[src/rtl/inputs_debounce_edge_pkg.sv]
// -----------------------------------------------------------------------------
// inputs_debounce_edge_pkg
// Common helpers shared by the debounce blocks: the legal range of the
// stable-sample count and the width of the per-bit counter that holds it.
// No ports; import with inputs_debounce_edge_pkg::*.
// -----------------------------------------------------------------------------
package inputs_debounce_edge_pkg;

    localparam int unsigned DEB_CYCLES_MIN = 1;
    localparam int unsigned DEB_CYCLES_MAX = 65535;

    // Counter width able to hold 0..n. Never returns 0, so an illegal n
    // still gives a sane width while the elaboration check reports it.
    function automatic int unsigned cnt_width(input int unsigned n);
        return (n < 1) ? 1 : $clog2(n + 1);
    endfunction

endpackage

[src/rtl/inputs_debounce_edge_bit.sv]
// -----------------------------------------------------------------------------
// debounce_bit
// One independent debounce channel: stable-sample counter, accepted level
// register and registered rise/fall pulses.
//   iClk    : rising-edge clock
//   iRst    : synchronous active-high reset
//   iSync   : synchronized input level
//   iFreeze : hold counter and level, suppress pulses
//   oLevel  : accepted (debounced) level
//   oRise   : one-cycle pulse, coincident with a new accepted 1
//   oFall   : one-cycle pulse, coincident with a new accepted 0
// -----------------------------------------------------------------------------
module debounce_bit
    import inputs_debounce_edge_pkg::*;
#(
    parameter int unsigned DEBOUNCE_CYCLES = 4,
    parameter logic        DEFAULT_OUT     = 1'b0,
    parameter int unsigned CW              = cnt_width(DEBOUNCE_CYCLES)
) (
    input  logic iClk,
    input  logic iRst,
    input  logic iSync,
    input  logic iFreeze,
    output logic oLevel,
    output logic oRise,
    output logic oFall
);

    // Count value at which the next differing sample is accepted.
    localparam logic [CW-1:0] CNT_LAST = CW'(DEBOUNCE_CYCLES - 1);

    logic [CW-1:0] cnt_q, cnt_d;
    logic          lvl_q, lvl_d;
    logic          rise_q, rise_d;
    logic          fall_q, fall_d;

    always_comb begin
        cnt_d  = cnt_q;
        lvl_d  = lvl_q;
        rise_d = 1'b0;
        fall_d = 1'b0;
        if (!iFreeze) begin
            if (iSync == lvl_q) begin
                // Any agreeing sample throws away the partial count.
                cnt_d = '0;
            end else if (cnt_q >= CNT_LAST) begin
                // N-th consecutive differing sample: accept it now, so the
                // pulse lands with the new level on the next cycle.
                lvl_d  = iSync;
                cnt_d  = '0;
                rise_d = iSync;
                fall_d = ~iSync;
            end else begin
                cnt_d = cnt_q + CW'(1);
            end
        end
    end

    always_ff @(posedge iClk) begin
        if (iRst) begin
            cnt_q  <= '0;
            lvl_q  <= DEFAULT_OUT;
            rise_q <= 1'b0;
            fall_q <= 1'b0;
        end else begin
            cnt_q  <= cnt_d;
            lvl_q  <= lvl_d;
            rise_q <= rise_d;
            fall_q <= fall_d;
        end
    end

    assign oLevel = lvl_q;
    assign oRise  = rise_q;
    assign oFall  = fall_q;

endmodule

[src/rtl/inputs_debounce_edge.sv]
// -----------------------------------------------------------------------------
// inputs_debounce_edge
// SIZE independent debounce channels with edge pulses.
//   iClk        : rising-edge clock
//   iRst        : synchronous active-high reset
//   ivSync      : [SIZE] synchronized input levels
//   iFreeze     : hold all counters/levels, suppress pulses
//   ovDebounced : [SIZE] accepted levels
//   ovRise      : [SIZE] one-cycle pulse on accepted 0->1
//   ovFall      : [SIZE] one-cycle pulse on accepted 1->0
//   oAnyChange  : OR of all rise/fall pulses
// -----------------------------------------------------------------------------
module inputs_debounce_edge
    import inputs_debounce_edge_pkg::*;
#(
    parameter int unsigned SIZE            = 1,
    parameter int unsigned DEBOUNCE_CYCLES = 4,
    parameter logic        DEFAULT_OUT     = 1'b0
) (
    input  logic            iClk,
    input  logic            iRst,
    input  logic [SIZE-1:0] ivSync,
    input  logic            iFreeze,
    output logic [SIZE-1:0] ovDebounced,
    output logic [SIZE-1:0] ovRise,
    output logic [SIZE-1:0] ovFall,
    output logic            oAnyChange
);

    generate
        if (DEBOUNCE_CYCLES < DEB_CYCLES_MIN || DEBOUNCE_CYCLES > DEB_CYCLES_MAX) begin : g_bad_cycles
            $error("inputs_debounce_edge: DEBOUNCE_CYCLES=%0d outside %0d..%0d",
                   DEBOUNCE_CYCLES, DEB_CYCLES_MIN, DEB_CYCLES_MAX);
        end
    endgenerate

    genvar g;
    generate
        for (g = 0; g < SIZE; g++) begin : g_bit
            debounce_bit #(
                .DEBOUNCE_CYCLES (DEBOUNCE_CYCLES),
                .DEFAULT_OUT     (DEFAULT_OUT)
            ) u_bit (
                .iClk    (iClk),
                .iRst    (iRst),
                .iSync   (ivSync[g]),
                .iFreeze (iFreeze),
                .oLevel  (ovDebounced[g]),
                .oRise   (ovRise[g]),
                .oFall   (ovFall[g])
            );
        end
    endgenerate

    assign oAnyChange = |(ovRise | ovFall);

endmodule
[config.mk]
export PLATFORM = sky130hd
export DESIGN_NAME = inputs_debounce_edge
export DESIGN_NICKNAME = d
export VERILOG_FILES = /design/src/rtl/inputs_debounce_edge_pkg.sv /design/src/rtl/inputs_debounce_edge_bit.sv /design/src/rtl/inputs_debounce_edge.sv
export SDC_FILE = /design/constraint.sdc
export NUM_CORES = 1
export LEC_CHECK = 0
export CORE_AREA = 3 3 40 42
export DETAILED_ROUTE_END_ITERATION = 8
export DIE_AREA = 0 0 43 45
export GPL_TIMING_DRIVEN = 1
export PLACE_DENSITY = 0.39
export SKIP_CTS_REPAIR_TIMING = 1
export SKIP_LAST_GASP = 1
export SLEW_MARGIN = 10
export SYNTH_ARGS = -nofsm -noshare
export SYNTH_HDL_FRONTEND = slang
export SYNTH_HIERARCHICAL = 1
export SYNTH_SLANG_ARGS = --single-unit
[constraint.sdc]
create_clock -name iClk -period 3.1 [get_ports iClk]
set_input_delay 0.62 -clock iClk [delete_from_list [all_inputs] [get_ports iClk]]
set_output_delay 0.62 -clock iClk [all_outputs]
set_load 0.01 [all_outputs]
After elaboration in Yosys (flattened, before gate mapping)
Index checks and enable logic that the tools add are counted.
{"block": "classes", "eq_ne": 1, "bitwise": 5, "add_sub_neg": 1, "magnitude_cmp": 1, "n_reduce_logical": 2, "muxes": 2}
{"op": "3-bit two-way mux", "count": 2}
{"op": "1-bit NOT", "count": 4}
{"op": "4-bit OR reduction", "count": 1}
{"op": "3-bit by 1-bit adder with 3-bit output (second input constant)", "count": 1}
{"op": "3-bit by 2-bit greater-or-equal comparator with 1-bit output (second input constant)", "count": 1}
{"op": "3-bit AND reduction", "count": 1}
{"op": "1-bit equality test", "count": 1}
{"op": "1-bit bitwise OR", "count": 1}
{"block": "totals", "word_cells": 16, "input_bits": 4, "regBits": 6}

Depth between registers and ports, before layout
Gate-level depths: netlist of the first run.
{"block": "logic_depth", "depth_word": 3, "depth_mapped": 5}

Hierarchy
The synthesis of the first run kept the hierarchy.
{"module": "debounce_bit", "seq_area_each_um2": 120.1, "area_each_um2": 269.0, "n_inst": 1, "cells_per_inst": 24}
{"module": "inputs_debounce_edge", "seq_area_each_um2": 0.0, "area_each_um2": 6.3, "n_inst": 1, "cells_per_inst": 1}

Worst setup path after synthesis of the first run
No wires, ideal clock.
{"block": "synth_timing", "path_kind": "register to register", "startpoint": "reg g_bit[0].u_bit.cnt_q[0]", "endpoint": "reg g_bit[0].u_bit.lvl_q", "t_arrival_ns": 1.196, "path_buffers": 0, "period_less_slack_ns": 1.297, "setup_time_ns": 0.101, "setup_slack_ns": 1.803, "path_stages_with_launch": 6, "cell_sequence": "dfxtp_1 -> ha_1 -> ha_1 -> a211oi_2 -> o21ai_0 -> o41ai_1"}
{"block": "synth_via", "elab_chain_cells": 2}
{"item": "start: declaration", "line_no": "inputs_debounce_edge_bit.sv:32", "text": "logic [CW-1:0] cnt_q, cnt_d;"}
{"item": "start signal: assignment", "line_no": "inputs_debounce_edge_bit.sv:66", "text": "cnt_q <= cnt_d;"}
{"item": "3-bit by 2-bit greater-or-equal comparator with 1-bit output", "line_no": "inputs_debounce_edge_bit.sv:46", "text": "end else if (cnt_q >= CNT_LAST) begin"}
{"item": "3-bit AND reduction (no line)"}
{"item": "end signal: assignment", "line_no": "inputs_debounce_edge_bit.sv:67", "text": "lvl_q <= lvl_d;"}
{"item": "end: declaration", "line_no": "inputs_debounce_edge_bit.sv:33", "text": "logic lvl_q, lvl_d;"}
Every way passes these cells.
A chain may end at the register's enable or synchronous reset.

Worst setup path in the final report of the first run
{"block": "layout_timing", "startpoint": "reg g_bit[0].u_bit.fall_q", "endpoint": "out oAnyChange"}
{"block": "layout_via", "elab_chain_cells": 1}
{"item": "start: declaration", "line_no": "inputs_debounce_edge_bit.sv:35", "text": "logic fall_q, fall_d;"}
{"item": "start signal: assignment", "line_no": "inputs_debounce_edge_bit.sv:69", "text": "fall_q <= fall_d;"}
{"item": "1-bit bitwise OR", "line_no": "inputs_debounce_edge.sv:55", "text": "assign oAnyChange = |(ovRise | ovFall);"}
{"item": "end: declaration", "line_no": "inputs_debounce_edge.sv:27", "text": "output logic oAnyChange"}
Every way passes these cells.

==> summary.txt, run 1 <==
Status
  • Status: complete, no violations

Setup path
  • Crit path launch: g_bit[0].u_bit/oFall
  • Crit path capture type: primary output
  • Arrival @ worst endpoint: between 1 and 1.5 ns
  • Worst R2R Setup Slack: 1.65 ns
  • CP startpoint kind: flip-flop
  • Worst Setup EP: oAnyChange
  • Reg2Reg Depth: 5
  • CP Class: flip-flop to primary output
  • Data required, critical path: around 2.5 ns
  • FF-to-FF Start: g_bit[0].u_bit/cnt_q[0]
  • Critical-path maximum fanout: 2
  • Crit Reg-Reg Endpoint: g_bit[0].u_bit/oLevel

Finish
  • Fraction of layout cells with a size suffix above 1: 0.143
  • Nets@finish: 43
  • Fin cells: 50
  • Layout Utilization: 0.301
  • Area growth, synth to finish: 40.5%
  • N_diodes: 0
  • Post-route cell area: between 300 and 400 sq um
  • Fill count: 147

Placement
  • Post-Place Cells: 47
  • Final HPWL DP: approximately 380 um
  • IO buf count: 7
  • Final GP Congestion: approximately 0.64
  • Placed inst area: 364 sq um

Detailed routing
  • Final ANT Viol Nets: 0
  • Initial DRC Count: 3
  • Routed wire per std cell: ~9.7 um
  • Initial DRT Pass Iterations: 3
  • Via/cell ratio: 4.40
  • WL final: 483 um
  • Vias: 220
  • DRC viols: 0

Power
  • Maximum vdd drop: between 0.0002 and 0.00025 V
  • Leakage power: 0.000151 uW
  • P per Cell Area: 417 nW/um^2

GRT
  • Met3 usage: 0.0518
  • Vias in the first global route: between 200 and 250
  • Largest net degree at the start of global routing: 7
  • Initial antenna violation count: 0
  • Tot GR Track Use: 0.0602
  • Global-route wire length before repair: slightly below 800 um
  • GRT Max-Usage Layer: met2
  • Met1 usage: 0.0634
  • Grt ovf: 0
  • GR Layer Usage met2: 0.0719

Timing
  • Slew Limit Fails: 0
  • Max frequency: between 500 and 600 MHz
  • Period minus WS final: about 1.8 ns
  • Slew @ Worst Pin: ~0.40 ns
  • Final setup vio count: 0
  • Tcrit/Tclk final: 0.595
  • RSZ-0062 raised after global routing: false
  • Worst slew margin: 0.734
  • Worst Skew: 0.00105 ns
  • TNS Setup: 0 ns
  • Final Hold Viols: 0

Die
  • Io pins: 8
  • Width of the die: 43 um
  • Core footprint: 1280 sq um
  • Die area: roughly 1900 sq um
  • Row count: 13
  • Die span in y: between 40 and 50 um
  • Initial core utilization: 0.214

Synthesis
  • Seq cells post-synth: 6
  • Post-Syn Instances: 25
  • Syn nets: 31
  • Sequential fraction of the synthesis area: 0.436
  • Synth warn: 6
  • Count of unique library cells instantiated by Yosys: 14
  • Average size of a mapped cell: ~11 sq um
  • Mapped Area: 275 sq um

CTS
  • H-tree Lvls: 1
  • TritonCTS clock tree: built
  • Clk buf depth: 2
  • CTS clk-pin slew, worst paths: approximately 0.040 ns
  • Root buffer cell: clkbuf_4
  • CTS sink count: 6
  • Worst skew pair latency: around 0.24 ns
  • TritonCTS Buffers: 3

Worst hold path
  • Hold Crit Depth: 1
  • Hold/Removal Path Class: flip-flop to flip-flop

Flow run
  • Maxcap violations: 0
-- registers in the layout (all words and copies together) (netlist names) --
| signal | flops |
|---|---|
| g_bit.u_bit/cnt_q | 3 |
| g_bit.u_bit/oRise | 1 |
| g_bit.u_bit/oFall | 1 |
| g_bit.u_bit/oLevel | 1 |
-- cell type report --
type / count / area, sq um / share of cell area
multi-input combinational: 16 / 144 / 0.372
tap: 15 / 18.8 / 0.0485
inverter: 3 / 11.3 / 0.0291
timing repair buffer: 7 / 70.1 / 0.181
sequential: 6 / 120 / 0.311
clock buffer: 3 / 22.5 / 0.0583
-- cells in the final DEF (no fill, tap or decap) --
cell type,netlist,layout
clkdlybuf4s50_1,0,7
dfxtp_1,6,6
clkbuf_4,0,3
inv_1,3,3
nor2b_1,2,2
a32o_1,2,2
nor3b_1,2,2
ha_1,2,2
or2_1,1,1
xnor2_1,1,1
nor3_4,1,1
a211oi_2,1,1
o21ai_0,1,1
o41ai_1,1,1
nor3_1,1,1
a22o_1,1,1
-- per-stage QoR --
step	hold slack [ns]	power [uW]	setup WS (ns)
after floorplan	0.488	87.2	1.80
after global placement	0.505	93.9	1.35
after detailed placement	0.514	94.4	1.32
after CTS	0.524	166	1.24
after global routing	0.541	174	1.20
final	0.522	161	1.26
-- synthesized netlist by cell type --
cell      count  share of area
a211oi_2      1          0.045
a22o_1        1          0.032
a32o_1        2          0.073
dfxtp_1       6           0.44
ha_1          2          0.091
inv_1         3          0.041
nor2b_1       2          0.045
nor3_1        1          0.018
nor3_4        1          0.059
nor3b_1       2          0.055
o21ai_0       1          0.018
o41ai_1       1          0.032
or2_1         1          0.023
xnor2_1       1          0.032
-- worst min-delay path by stage --
stage,end,start,slack [ns]
after global placement,g_bit[0].u_bit/cnt_q[1],g_bit[0].u_bit/cnt_q[1],0.50
final,g_bit[0].u_bit/cnt_q[1],g_bit[0].u_bit/cnt_q[1],0.52
after floorplan,g_bit[0].u_bit/cnt_q[1],g_bit[0].u_bit/cnt_q[1],0.49
after CTS,g_bit[0].u_bit/cnt_q[1],g_bit[0].u_bit/cnt_q[1],0.52
after global routing,g_bit[0].u_bit/cnt_q[1],g_bit[0].u_bit/cnt_q[1],0.54
after detailed placement,g_bit[0].u_bit/cnt_q[1],g_bit[0].u_bit/cnt_q[1],0.51
-- report_power, final --
part           internal (uW)  total (uW)  switching [uW]
registers               78.8        80.2            1.41
logic                   7.05        13.0            5.90
clock network           43.5        67.9            24.4
-- logic make-up after synthesis --
| kind of cell | synth area share |
|---|---|
| and+or+nand+nor | 0.200 |
| AOI/OAI and AO/OA | 0.200 |
| DFF | 0.436 |
| buffers and inverters | 0.0409 |
| adders and majority gates | 0.0909 |
| xor gates and xnor gates | 0.0318 |
-- worst max-delay path, stage by stage, from the launching register on --
cell	delay [ns]
dfxtp_1	0.30
or2_1	0.22
clkdlybuf4s50_1	0.47
-- routing by layer --
layer  vias up  part of all wire
li1        115                 -
met1        97              0.47
met2         8              0.43
met3         0             0.095
met4         0                 0
met5         -                 0
No activity file was read; power rests on OpenSTA's default activity.
==> run 2, diff against run 1 <==
==> constraint.sdc (replaced) <==
create_clock -name iClk -period 1.8 [get_ports iClk]
set_input_delay 0.36 -clock iClk [delete_from_list [all_inputs] [get_ports iClk]]
set_output_delay 0.36 -clock iClk [all_outputs]
set_load 0.01 [all_outputs]
==> summary.txt, run 2 (same netlist as run 1, synthesis figures left out) <==
Timing
  • Final setup vio count: 0
  • Final worst slack: approximately 0.22 ns
  • Slew Limit Fails: 0
  • Slew @ Worst Pin: 0.433 ns
  • Worst Skew: 0.00166 ns
  • Period minus WS final: ~1.6 ns
  • Max frequency: around 630 MHz
  • Tcrit/Tclk final: 0.878
  • TNS Setup: 0 ns
  • RSZ-0062 raised after global routing: false
  • Worst slew margin: 0.711
  • Final Hold Viols: 0
  • Hold_ws: approximately 0.54 ns

Power
  • Power, Total: roughly 280 uW
  • Seq pwr share: 0.494
  • Maximum vdd drop: between 0.0003 and 0.0004 V
  • Sw Pwr: about 57 uW
  • Sw frac: 0.204
  • P per Cell Area: roughly 720 nW/um^2
  • Clk pwr share: 0.427
  • Gate power share: 0.079
  • Leakage power: between 0.00015 and 0.0002 uW
  • Int Power: about 220 uW

Status
  • Status: complete, no violations

Setup path
  • Worst Setup EP: oAnyChange
  • Crit Reg-Reg Endpoint: g_bit[0].u_bit/oLevel
  • Crit path capture type: primary output
  • Reg2Reg Depth: 5
  • Critical-path maximum fanout: 2
  • Worst R2R Setup Slack: around 0.32 ns
  • CP Class: flip-flop to primary output
  • Crit path launch: g_bit[0].u_bit/oFall
  • CP startpoint kind: flip-flop
  • Arrival @ worst endpoint: between 1 and 1.5 ns
  • Data required, critical path: 1.44 ns
  • FF-to-FF Start: g_bit[0].u_bit/cnt_q[0]

Finish
  • N_diodes: 0
  • Reg area: ~120 sq um
  • Most frequent cells in the layout: clkdlybuf4s50_1 (7), dfxtp_1 (6), clkbuf_4 (3), inv_1 (3)
  • Layout Utilization: 0.301
  • Top reg by flops: g_bit.u_bit/cnt_q
  • Area growth, synth to finish: 40.5%
  • Fraction of layout cells with a size suffix above 1: 0.143
  • Max reg flops: 3
  • Fill count: ~140
  • Nets@finish: 43
  • Commonest non-fill, non-tap cell in the layout: clkdlybuf4s50_1
  • Multi-input gate area: approximately 140 sq um

CTS
  • Clk buf depth: 2
  • Worst skew pair latency: roughly 0.24 ns
  • H-tree Lvls: 1
  • TritonCTS clock tree: built
  • CTS sink count: 6
  • CTS clk-pin slew, worst paths: 0.04 ns
  • TritonCTS Buffers: 3
  • Root buffer cell: clkbuf_4

Detailed routing
  • Final ANT Viol Nets: 0
  • WL final: 492 um
  • Routed wire per std cell: 9.84 um
  • Initial DRT Pass Iterations: 2
  • Initial DRC Count: 3
  • Via/cell ratio: ~4.5
  • Vias: approximately 230
  • DRC viols: 0

Placement
  • Final GP Congestion: just under 0.7
  • Dpl ws: 0.280 ns
  • IO buf count: 7
  • Final HPWL DP: 393 um

GRT
  • Largest net degree at the start of global routing: 7
  • Global-route wire length before repair: between 800 and 900 um
  • Grt ovf: 0
  • Vias in the first global route: about 200
  • Initial antenna violation count: 0
  • Tot GR Track Use: 0.0668

Flow run
  • Maxcap violations: 0

Die
  • Row count: 13
  • Core footprint: around 1300 sq um
  • Width of the die: around 43 um
  • Io pins: 8
  • Die span in y: ~45 um
  • Initial core utilization: 0.214
  • Die area: 1940 sq um

Worst hold path
  • Hold/Removal Path Class: flip-flop to flip-flop
## run 2: routing by layer
layer  GRT usage  share of wire  vias to the layer above
li1            -              -                      117
met1      0.0633           0.45                       96
met2      0.0808           0.43                       10
met3      0.0717           0.10                        2
met4      0.0542          0.018                        0
met5           0              0                        -
## run 2: worst min path at each step
| stage | cells after the start | startpoint | to | slack [ns] |
|---|---|---|---|---|
| floorplan | 1 | ivSync | g_bit[0].u_bit/oFall | 0.44 |
| global placement | 1 | g_bit[0].u_bit/cnt_q[2] | g_bit[0].u_bit/cnt_q[2] | 0.52 |
| detailed placement | 1 | g_bit[0].u_bit/cnt_q[1] | g_bit[0].u_bit/cnt_q[1] | 0.52 |
| CTS | 1 | g_bit[0].u_bit/cnt_q[1] | g_bit[0].u_bit/cnt_q[1] | 0.54 |
| global route | 1 | g_bit[0].u_bit/cnt_q[1] | g_bit[0].u_bit/cnt_q[1] | 0.56 |
| finish | 1 | g_bit[0].u_bit/cnt_q[1] | g_bit[0].u_bit/cnt_q[1] | 0.54 |
## run 2: cell type report
type                            instances  share of cell area
Multi-Input combinational cell         16               0.372
Sequential cell                         6               0.311
Timing Repair Buffer                    7               0.181
Clock buffer                            3              0.0583
Tap cell                               15              0.0485
Inverter                                3              0.0291
## run 2: critical path, stage by stage (launching register included)
cell	delay [ns]
dfxtp_1	0.30
or2_1	0.21
clkdlybuf4s50_1	0.47
## run 2: stage by stage
step | area, sq um | cells
2_1_floorplan | 275 | 25
3_3_place_gp | 364 | 47
3_5_place_dp | 364 | 47
4_1_cts | 387 | 50
5_1_grt | 387 | 50
6_report | 387 | 50
## run 2: power groups by stage
stage	Clock [uW]	Combinational (uW)	Sequential (uW)
2_1_floorplan	0	10.3	140
3_5_place_dp	0	22.1	140
6_report	120	22.1	138
5_1_grt	142	24.4	138
3_3_place_gp	0	22.0	140
4_1_cts	127	22.2	138
==> run 3, diff against run 2 <==
--- a/config.mk
+++ b/config.mk
@@ -5,9 +5,9 @@
 export SDC_FILE = /design/constraint.sdc
 export NUM_CORES = 1
 export LEC_CHECK = 0
-export CORE_AREA = 3 3 40 42
+export CORE_AREA = 2 2 39 41
 export DETAILED_ROUTE_END_ITERATION = 8
-export DIE_AREA = 0 0 43 45
+export DIE_AREA = 0 0 41 43
 export GPL_TIMING_DRIVEN = 1
 export PLACE_DENSITY = 0.39
 export SKIP_CTS_REPAIR_TIMING = 1
==> summary.txt, run 3 (same netlist as run 1, synthesis figures left out) <==
Flow run
  • Maxcap violations: 0

Finish
  • Fraction of layout cells with a size suffix above 1: 0.143
  • Commonest non-fill, non-tap cell in the layout: clkdlybuf4s50_1
  • Max reg flops: 3
  • N_diodes: 0
  • Top reg by flops: g_bit.u_bit/cnt_q
  • Most frequent cells in the layout: clkdlybuf4s50_1 (7), dfxtp_1 (6), clkbuf_4 (3), inv_1 (3)
  • Area growth, synth to finish: 40.9%
  • Nets@finish: 43
  • Fill count: about 150

Detailed routing
  • Routed wire per std cell: approximately 9.5 um
  • Initial DRT Pass Iterations: 1
  • Initial DRC Count: 0
  • Via/cell ratio: about 4.2
  • DRC viols: 0
  • Vias: about 220
  • Final ANT Viol Nets: 0
  • WL final: 487 um

Timing
  • Max frequency: 634 MHz
  • TNS Setup: 0 ns
  • Worst slew margin: 0.719
  • Tcrit/Tclk final: 0.876
  • Period minus WS final: about 1.6 ns
  • Worst Skew: between 0.002 and 0.003 ns
  • Final Hold Viols: 0
  • Slew @ Worst Pin: 0.420 ns
  • RSZ-0062 raised after global routing: false
  • Final setup vio count: 0
  • Slew Limit Fails: 0

CTS
  • Clk buf depth: 2
  • H-tree Lvls: 1
  • Worst skew pair latency: approximately 0.24 ns
  • TritonCTS Buffers: 3
  • Root buffer cell: clkbuf_4
  • CTS clk-pin slew, worst paths: ~0.04 ns
  • CTS sink count: 6
  • TritonCTS clock tree: built

GRT
  • Initial antenna violation count: 0
  • Largest net degree at the start of global routing: 7
  • Global-route wire length before repair: ~830 um
  • Tot GR Track Use: 0.0793
  • Grt ovf: 0
  • Vias in the first global route: just over 200

Setup path
  • Crit path capture type: primary output
  • Reg2Reg Depth: 5
  • CP startpoint kind: flip-flop
  • Arrival @ worst endpoint: roughly 1.2 ns
  • Critical-path maximum fanout: 2
  • Data required, critical path: approximately 1.4 ns
  • CP Class: flip-flop to primary output

Die
  • Width of the die: between 40 and 50 um
  • Die area: about 1800 sq um
  • Io pins: 8
  • Initial core utilization: 0.199
  • Row count: 14
  • Die span in y: about 43 um
  • Core footprint: approximately 1400 sq um

Placement
  • IO buf count: 7
  • Final HPWL DP: ~390 um
  • Final GP Congestion: 0.640

Power
  • Leakage power: roughly 0.00015 uW
  • Int Power: ~220 uW
  • Seq pwr share: 0.492
  • Sw frac: 0.205
  • Maximum vdd drop: between 0.0002 and 0.0003 V
  • Sw Pwr: 57.5 uW
  • Gate power share: 0.080
  • Power, Total: roughly 280 uW
  • P per Cell Area: slightly above 700 nW/um^2
  • Clk pwr share: 0.429

Status
  • Status: complete, no violations

Worst hold path
  • Hold Crit Depth: 1
  • Hold/Removal Path Class: flip-flop to flip-flop
## run 3: power groups by stage
stage	sequential, uW	clock, uW	combinational [uW]
after floorplan	140	0	10.3
after global placement	140	0	21.7
after detailed placement	140	0	22.6
after CTS	138	127	22.7
after global routing	138	140	24.5
final	138	120	22.4
## run 3: critical path: stages, from the launching register on
cell             delay, ns
dfxtp_1               0.30
or2_1                 0.21
clkdlybuf4s50_1       0.47
## run 3: stage by stage
step                      hold WS, ns  instance area, sq um  instances  utilization  setup WS [ns]
after floorplan                 0.436                   275         25            -          0.503
after global placement          0.500                   365         48        0.264          0.305
after detailed placement        0.526                   365         48        0.264          0.287
after CTS                       0.536                   388         51        0.280          0.207
after global routing            0.568                   388         51        0.280          0.149
final                           0.529                   388         51        0.280          0.223
## run 3: final cells by class
class	count	area, sq um	area share
well taps	16	20.0	0.0516
inverters	3	11.3	0.0290
clock buffers	3	22.5	0.0581
flip-flops and latches	6	120	0.310
multi-input cells	16	144	0.371
repair buffers	7	70.1	0.181
## run 3: per-layer routing
| metal | share of wire | GRT usage | vias to the layer above |
|---|---|---|---|
| li1 | - | - | 112 |
| met1 | 0.44 | 0.0740 | 97 |
| met2 | 0.51 | 0.100 | 4 |
| met3 | 0.039 | 0.0314 | 2 |
| met4 | 0.016 | 0.120 | 0 |
| met5 | 0 | 0 | - |
## run 3: path summary, 6_finish.rpt
path	from	end	slack (ns)
max	g_bit[0].u_bit/oFall	oAnyChange	0.22
min	g_bit[0].u_bit/cnt_q[1]	g_bit[0].u_bit/cnt_q[1]	0.53
max reg2reg	g_bit[0].u_bit/cnt_q[0]	g_bit[0].u_bit/oLevel	0.35
min reg2reg	g_bit[0].u_bit/cnt_q[1]	g_bit[0].u_bit/cnt_q[1]	0.53
